## src/rtl/hazard_bypass_unit.sv

```systemverilog
// Hazard/bypass unit: tracks X/M/W destinations, selects bypassed operands for
// decode, raises a one-cycle load-use stall and counts stall cycles (saturating).
module hazard_bypass_unit #(
    parameter int DATA_W      = 32,
    parameter int REG_W       = 5,
    parameter int STALL_CNT_W = 16
) (
    input  logic                   clk_i,
    input  logic                   rst_i,
    input  logic                   id_valid_i,
    input  logic [REG_W-1:0]       id_rs_i,
    input  logic [REG_W-1:0]       id_rt_i,
    input  logic                   id_uses_a_i,
    input  logic                   id_uses_b_i,
    input  logic                   id_wen_i,
    input  logic [REG_W-1:0]       id_wd_i,
    input  logic                   id_is_load_i,
    input  logic                   flush_i,
    input  logic [DATA_W-1:0]      rf_a_i,
    input  logic [DATA_W-1:0]      rf_b_i,
    input  logic [DATA_W-1:0]      ex_result_i,
    input  logic [DATA_W-1:0]      mem_result_i,
    input  logic [DATA_W-1:0]      wb_result_i,
    output logic [DATA_W-1:0]      op_a_o,
    output logic [DATA_W-1:0]      op_b_o,
    output logic [1:0]             fwd_a_sel_o,
    output logic [1:0]             fwd_b_sel_o,
    output logic                   stall_o,
    output logic [STALL_CNT_W-1:0] stall_cnt_o
);
    typedef struct packed {
        logic             valid;
        logic             wen;
        logic [REG_W-1:0] wd;
    } prod_t;

    localparam logic [1:0] SEL_RF = 2'd0;
    localparam logic [1:0] SEL_X  = 2'd1;
    localparam logic [1:0] SEL_M  = 2'd2;
    localparam logic [1:0] SEL_W  = 2'd3;

    // The load flag only matters while the load sits in X, so M/W drop it.
    prod_t x_q, x_d, m_q, w_q;
    logic  x_load_q, x_load_d;
    logic [STALL_CNT_W-1:0] cnt_q, cnt_d;
    logic  haz_a, haz_b;

    function automatic logic is_prod(prod_t s, logic [REG_W-1:0] r);
        return s.valid & s.wen & (s.wd == r) & (r != '0);
    endfunction

    function automatic logic [1:0] fwd_sel(logic uses, logic [REG_W-1:0] r,
                                           prod_t sx, prod_t sm, prod_t sw);
        if (!uses)             return SEL_RF;
        else if (is_prod(sx, r)) return SEL_X;
        else if (is_prod(sm, r)) return SEL_M;
        else if (is_prod(sw, r)) return SEL_W;
        else                   return SEL_RF;
    endfunction

    always_comb begin
        fwd_a_sel_o = fwd_sel(id_uses_a_i, id_rs_i, x_q, m_q, w_q);
        fwd_b_sel_o = fwd_sel(id_uses_b_i, id_rt_i, x_q, m_q, w_q);

        haz_a   = id_uses_a_i & is_prod(x_q, id_rs_i) & x_load_q;
        haz_b   = id_uses_b_i & is_prod(x_q, id_rt_i) & x_load_q;
        stall_o = id_valid_i & (haz_a | haz_b) & ~flush_i;

        case (fwd_a_sel_o)
            SEL_X:   op_a_o = ex_result_i;
            SEL_M:   op_a_o = mem_result_i;
            SEL_W:   op_a_o = wb_result_i;
            default: op_a_o = rf_a_i;
        endcase
        case (fwd_b_sel_o)
            SEL_X:   op_b_o = ex_result_i;
            SEL_M:   op_b_o = mem_result_i;
            SEL_W:   op_b_o = wb_result_i;
            default: op_b_o = rf_b_i;
        endcase
    end

    always_comb begin
        x_d      = '0;
        x_load_d = 1'b0;
        if (id_valid_i && !stall_o && !flush_i) begin
            x_d.valid = 1'b1;
            x_d.wen   = id_wen_i;
            x_d.wd    = id_wd_i;
            x_load_d  = id_is_load_i;
        end
        cnt_d = cnt_q;
        if (stall_o && (cnt_q != '1))
            cnt_d = cnt_q + STALL_CNT_W'(1);
    end

    always_ff @(posedge clk_i) begin
        if (rst_i) begin
            x_q      <= '0;
            x_load_q <= 1'b0;
            m_q      <= '0;
            w_q      <= '0;
            cnt_q    <= '0;
        end else begin
            x_q      <= x_d;
            x_load_q <= x_load_d;
            m_q      <= x_q;
            w_q      <= m_q;
            cnt_q    <= cnt_d;
        end
    end

    assign stall_cnt_o = cnt_q;
endmodule

```

## config.mk

```make
export PLATFORM = sky130hd
export DESIGN_NAME = hazard_bypass_unit
export DESIGN_NICKNAME = d
export VERILOG_FILES = /design/src/rtl/hazard_bypass_unit.sv
export SDC_FILE = /design/constraint.sdc
export NUM_CORES = 1
export LEC_CHECK = 0
export ABC_AREA = 1
export CAP_MARGIN = 20
export CORE_ASPECT_RATIO = 0.9
export CORE_MARGIN = 5
export CORE_UTILIZATION = 38
export DETAILED_ROUTE_END_ITERATION = 16
export PLACE_DENSITY = 0.83
export SYNTH_ARGS = -nofsm -noshare
export SYNTH_HDL_FRONTEND = slang
export SYNTH_SLANG_ARGS = --single-unit
```

## constraint.sdc

```tcl
create_clock -name clk_i -period 2.1 [get_ports clk_i]
set_input_delay 0.21 -clock clk_i [delete_from_list [all_inputs] [get_ports clk_i]]
set_output_delay 0.21 -clock clk_i [all_outputs]
set_load 0.01 [all_outputs]
```

Word level (Yosys, flattened, before mapping)
Cells that the tools add are included.
- bitwise logic cells: 24
- equality and inequality tests: 13
- reductions and logical operators: 8
- add/sub/neg operators: 1
- multiplexer cells: 11
- operator list (cell ; number):
    $pmux 32 s3 ; 2
    $eq 5x5->1 ; 6
    $and 1x1->1 ; 21
    $add 16x1->16 const B ; 1
    $mux 2 ; 8
    $ne 16x16->1 const B ; 1
    $reduce_bool 5->1 ; 2
    $eq 2x2->1 const B ; 4
    $mux 7 ; 1
    $eq 2x1->1 const B ; 2
    $logic_and 1x1->1 ; 3
    $logic_not 1->1 ; 2
    $not 1->1 ; 2
    $reduce_or 2->1 ; 1
    $or 1x1->1 ; 1
- input port bits: 183
- register bits after elaboration: 38

Logic depth before layout (Yosys ltp)
- word-level depth: 13
- depth in mapped cells: 14

Least setup slack after synthesis
No wires, ideal clock.
- path kind: input port to output port
- start: input id_rs_i[2]
- end: output op_a_o[0]
- data arrival time: 1482 ps
- data required time: 1890 ps
- cell stages on the path: 14
- setup slack: 408 ps
- cell sequence: buf_2 > inv_2 > nand2_1 > nor2_2 > inv_2 > nand3_2 > nor2_4 > nor2_2 > nand2_1 > nand2_2 > nor2_4 > buf_6 > nand2_1 > nand2_1
- longest elaborated chain between the ends: 9
- ends and longest elaborated chain (element ; RTL line ; RTL):
    from (decl) ; 11 ; input logic [REG_W-1:0] id_rs_i,
    $eq 5x5->1 ; 49 ; return s.valid & s.wen & (s.wd == r) & (r != '0);
    $and 1x1->1 (2 in a row) ; 49 ;
    $mux 2 ; 57 ; else if (is_prod(sw, r)) return SEL_W;
    $mux 2 ; 56 ; else if (is_prod(sm, r)) return SEL_M;
    $mux 2 * ; 55 ; else if (is_prod(sx, r)) return SEL_X;
    $mux 2 * ; 54 ; if (!uses) return SEL_RF;
    named net fwd_a_sel_o[0] ; 26 ; output logic [1:0] fwd_a_sel_o,
    $eq 2x2->1 / $eq 2x1->1 (equally long branches) ; 69 ; case (fwd_a_sel_o)
    $pmux 32 s3 * ; 69 ;
    to (decl) ; 24 ; output logic [DATA_W-1:0] op_a_o,
The timed path passes the listed nets; every way through them passes the cells marked *.

Worst setup path in the final report
- start: register m_q[4] (netlist name)
- end: output op_a_o[24]
- longest elaborated chain between the ends: 8
- ends and longest elaborated chain (element ; RTL line ; RTL):
    from (decl) ; 43 ; prod_t x_q, x_d, m_q, w_q;
    from (signal assigned) ; 107 ; m_q <= x_q;
    $eq 5x5->1 * ; 49 ;
    $and 1x1->1 * (2 in a row) ; 49 ;
    $mux 2 * ; 56 ;
    $mux 2 * ; 55 ;
    $mux 2 * ; 54 ;
    $eq 2x2->1 / $eq 2x1->1 (equally long branches) ; 69 ;
    $pmux 32 s3 * ; 69 ;
Every way passes the cells marked *; elsewhere a longest branch is shown, timed or not.

==> metrics.md <==
| Metric | Value |
|---|---|
| Starting density of the core | 0.3930 |
| Top Ports | 268 |
| Max clock buf depth | 2 |
| TritonCTS clock tree | yes |
| RSZ-0062 raised after global routing | yes |
| Top cell type's share of synthesized area | 0.2112 |
| Critical path type | reg2out |
| DRT Wirelength | 23360 um |
| CP Max Fanout | 5 |
| Ratio of final minimum period to clock period | 1.117 |
| Area of the multi-input gates | 0.003371 mm2 |
| Post-route worst setup slack | -0.2454 ns |
| Chip height | 110.9 um |
| Max Fclk | between 0.4 and 0.5 GHz |
| DRC violations left | 0 |
| Final Setup Violations | 64 |
| Clock latency on the worst-skew pair | 0.28 ns |
| IO buf count | 267 |
| Tot Pwr | 0.002527 W |
| Asr flop ratio synth | 0 |
| Sequential-to-total area share from yosys stat | 0.1768 |
| Wire per inst | roughly 18 um |
| Post-DP Area | 0.007493 mm2 |
| Cell area after synthesis | 0.004302 mm2 |
| Pleak | 3.862 nW |
| Final instance area | 0.008264 mm2 |
| Commonest cells in the netlist | nand2_1, nor2_1, nand4_1, inv_1, nand3_1 |
| Nets | 1300 |
| Worst hold path type | reg2reg |
| Post-synthesis cell count | 812 |
| Syn_nets | 996 |
| Post-Syn Area per Cell | 5.298 um2 |
| Clk sinks | 38 |
| H-tree levels | 2 |
| Final hold slack | about 0.42 ns |
| Number of global-route vias before repair | 6433 |
| Clock transition at path regs | about 0.060 ns |
| Initial antenna violation count | 2 |
| Ys Warns | 0 |
| Crit path launch type | flop |
| Row cnt | 36 |
| Post-synth cell types | 27 |
| Main area contributors after synthesis | nand2_1, dfxtp_1, nand4_1 |
| Skew final | 0.004618 ns |
| CP endpoint kind | output port |
| Share of cells above drive strength 1 | 0.2525 |
| Most numerous cell in the Yosys netlist | nand2_1 |
| Seq cells post-synth | 38 |
| Main flop type after synthesis | dfxtp_1 |
| Clock root cell | clkbuf_16 |
| Starting DRT DRC Count | 691 |
| Required time of the critical path | 1.89 ns |
| Grt ovf | 0 |
| Hold Buf Count CTS | 0 |
| Status | finished with violations |
| Fillcell total | between 800 and 900 |
| Failing checks | negative setup slack |
| Routed vias/inst | 5.345 |
| Cell taking the most area after synthesis | nand2_1 |
| Hpwl dp | 16550 um |
| Detailed Routing Iterations Pass 1 | 7 |
| Antenna-violating nets left | 0 |
| Slew Limit Fails | 0 |
| Via Count | 6794 |
| Largest net degree at the start of global routing | 33 |
| Core Box Area | 0.01095 mm2 |
| Final critical-path required period | 2.345 ns |
| Slew headroom | 0.7753 |
| Maximum vdd drop | 410.4 uV |
| Hold Vio Cnt, Final | 0 |
| Gr usage total | 0.3274 |
| Register area | 782.0 um2 |
| Die ar. | about 0.014 mm2 |
| Max_cap viols | 0 |
| Slew @ Worst Pin | 0.3339 ns |
| CP Data Arrival Time | around 2.1 ns |
| Pwr Density | 305.7 mW/mm2 |
| Die width | 122.2 um |
| EDFF count, synth | 0 |
| First-pass GRT wire length | 35270 um |
| TritonCTS Buffers | 5 |
| Syn-to-layout area delta | 92.12% |
| GP Congestion | 0.9571 |
final timing paths:
kind               start              to  slack, ns  depth (start not counted)
setup / recovery  m_q[4]      op_a_o[24]      -0.25                         13
hold / removal    m_q[5]          w_q[5]       0.42                          2
setup reg to reg  x_q[6]  stall_cnt_o[4]       0.10                         14
hold reg to reg   m_q[5]          w_q[5]       0.42                          2
cell type report:
cell class                      instances  area share
Timing Repair Buffer                  344      0.4050
Clock inverter                          3    0.008327
Antenna cell                            2   0.0006056
Clock buffer                            5     0.01514
Inverter                               98     0.04542
Sequential cell                        38     0.09463
Multi-Input combinational cell        629      0.4079
Tap cell                              152     0.02301
through the flow:
stage | instances | setup TNS (ns) | utilization | setup slack, ns
final | 1271 | -8.965 | 0.7550 | -0.2454
after global routing | 1271 | -16.23 | 0.7550 | -0.3405
after CTS | 1272 | -7.984 | 0.7423 | -0.2165
after detailed placement | 1238 | -46.28 | 0.6846 | -0.7143
after global placement | 1238 | -43.50 | 0.6846 | -0.6801
after floorplan | 812 | 0 | - | 0.4082
cells by family after synthesis:
logic type	Yosys count	synth area share
AOI/OAI and AO/OA	23	0.02792
xor gates and xnor gates	18	0.03665
adders and majority gates	1	0.002908
buffers and inverters	145	0.1387
DFF	38	0.1768
and+or+nand+nor	587	0.6169
registers in the layout (all words and copies together), names as in the netlist:
signal and cells:
w_q 7, x_q 7, stall_cnt_o 16, x_load_q 1
m_q 7
placed cells by master (no fill, tap or decap), drive strengths merged, types with 2 or more instances in the layout:
master and instances:
xor2 11, diode 2, nor2 139, nand4 106
a21oi 15, bufinv 2, dfxtp 38, inv 98
dlygate4sd2 10, clkbuf 11, buf 140, nand2 244
o21ai 5, nand3 91, o22ai 2, clkdlybuf4s50 188
nor3 3, xnor2 7
what timing repair did:
item	4_1_cts	5_1_grt
buffers inserted	17	2
resized for setup	384	73
cloned	11	1
pin swaps	24	17
endpoints found under the setup margin	69	72
power breakdown:
| group | switching [W] | internal (W) |
|---|---|---|
| Clock | 0.000314 | 0.000683 |
| Combinational | 0.000327 | 0.000467 |
| Sequential | 0.00000943 | 0.000727 |
| Total | 0.000650 | 0.00188 |
worst max-delay path: stages (launching register included):
cell     delay, ns
dfxtp_1       0.43
xnor2_2       0.16
nand3_2       0.12
nor2_4        0.18
nor2_4        0.05
nand2_2       0.08
nand2_4       0.06
nor2_4        0.17
buf_6         0.16
buf_16        0.13
buf_12        0.10
nand2_4       0.04
nand2_2       0.06
buf_6         0.10
layer usage:
metal  GRT usage  part of all wire  vias up
li1            -                 -     3269
met1      0.4091              0.39     3010
met2      0.5239              0.46      433
met3     0.08929              0.11       82
met4      0.1433             0.043        0
met5           0                 0        -
(Power assumes the default switching activity.)
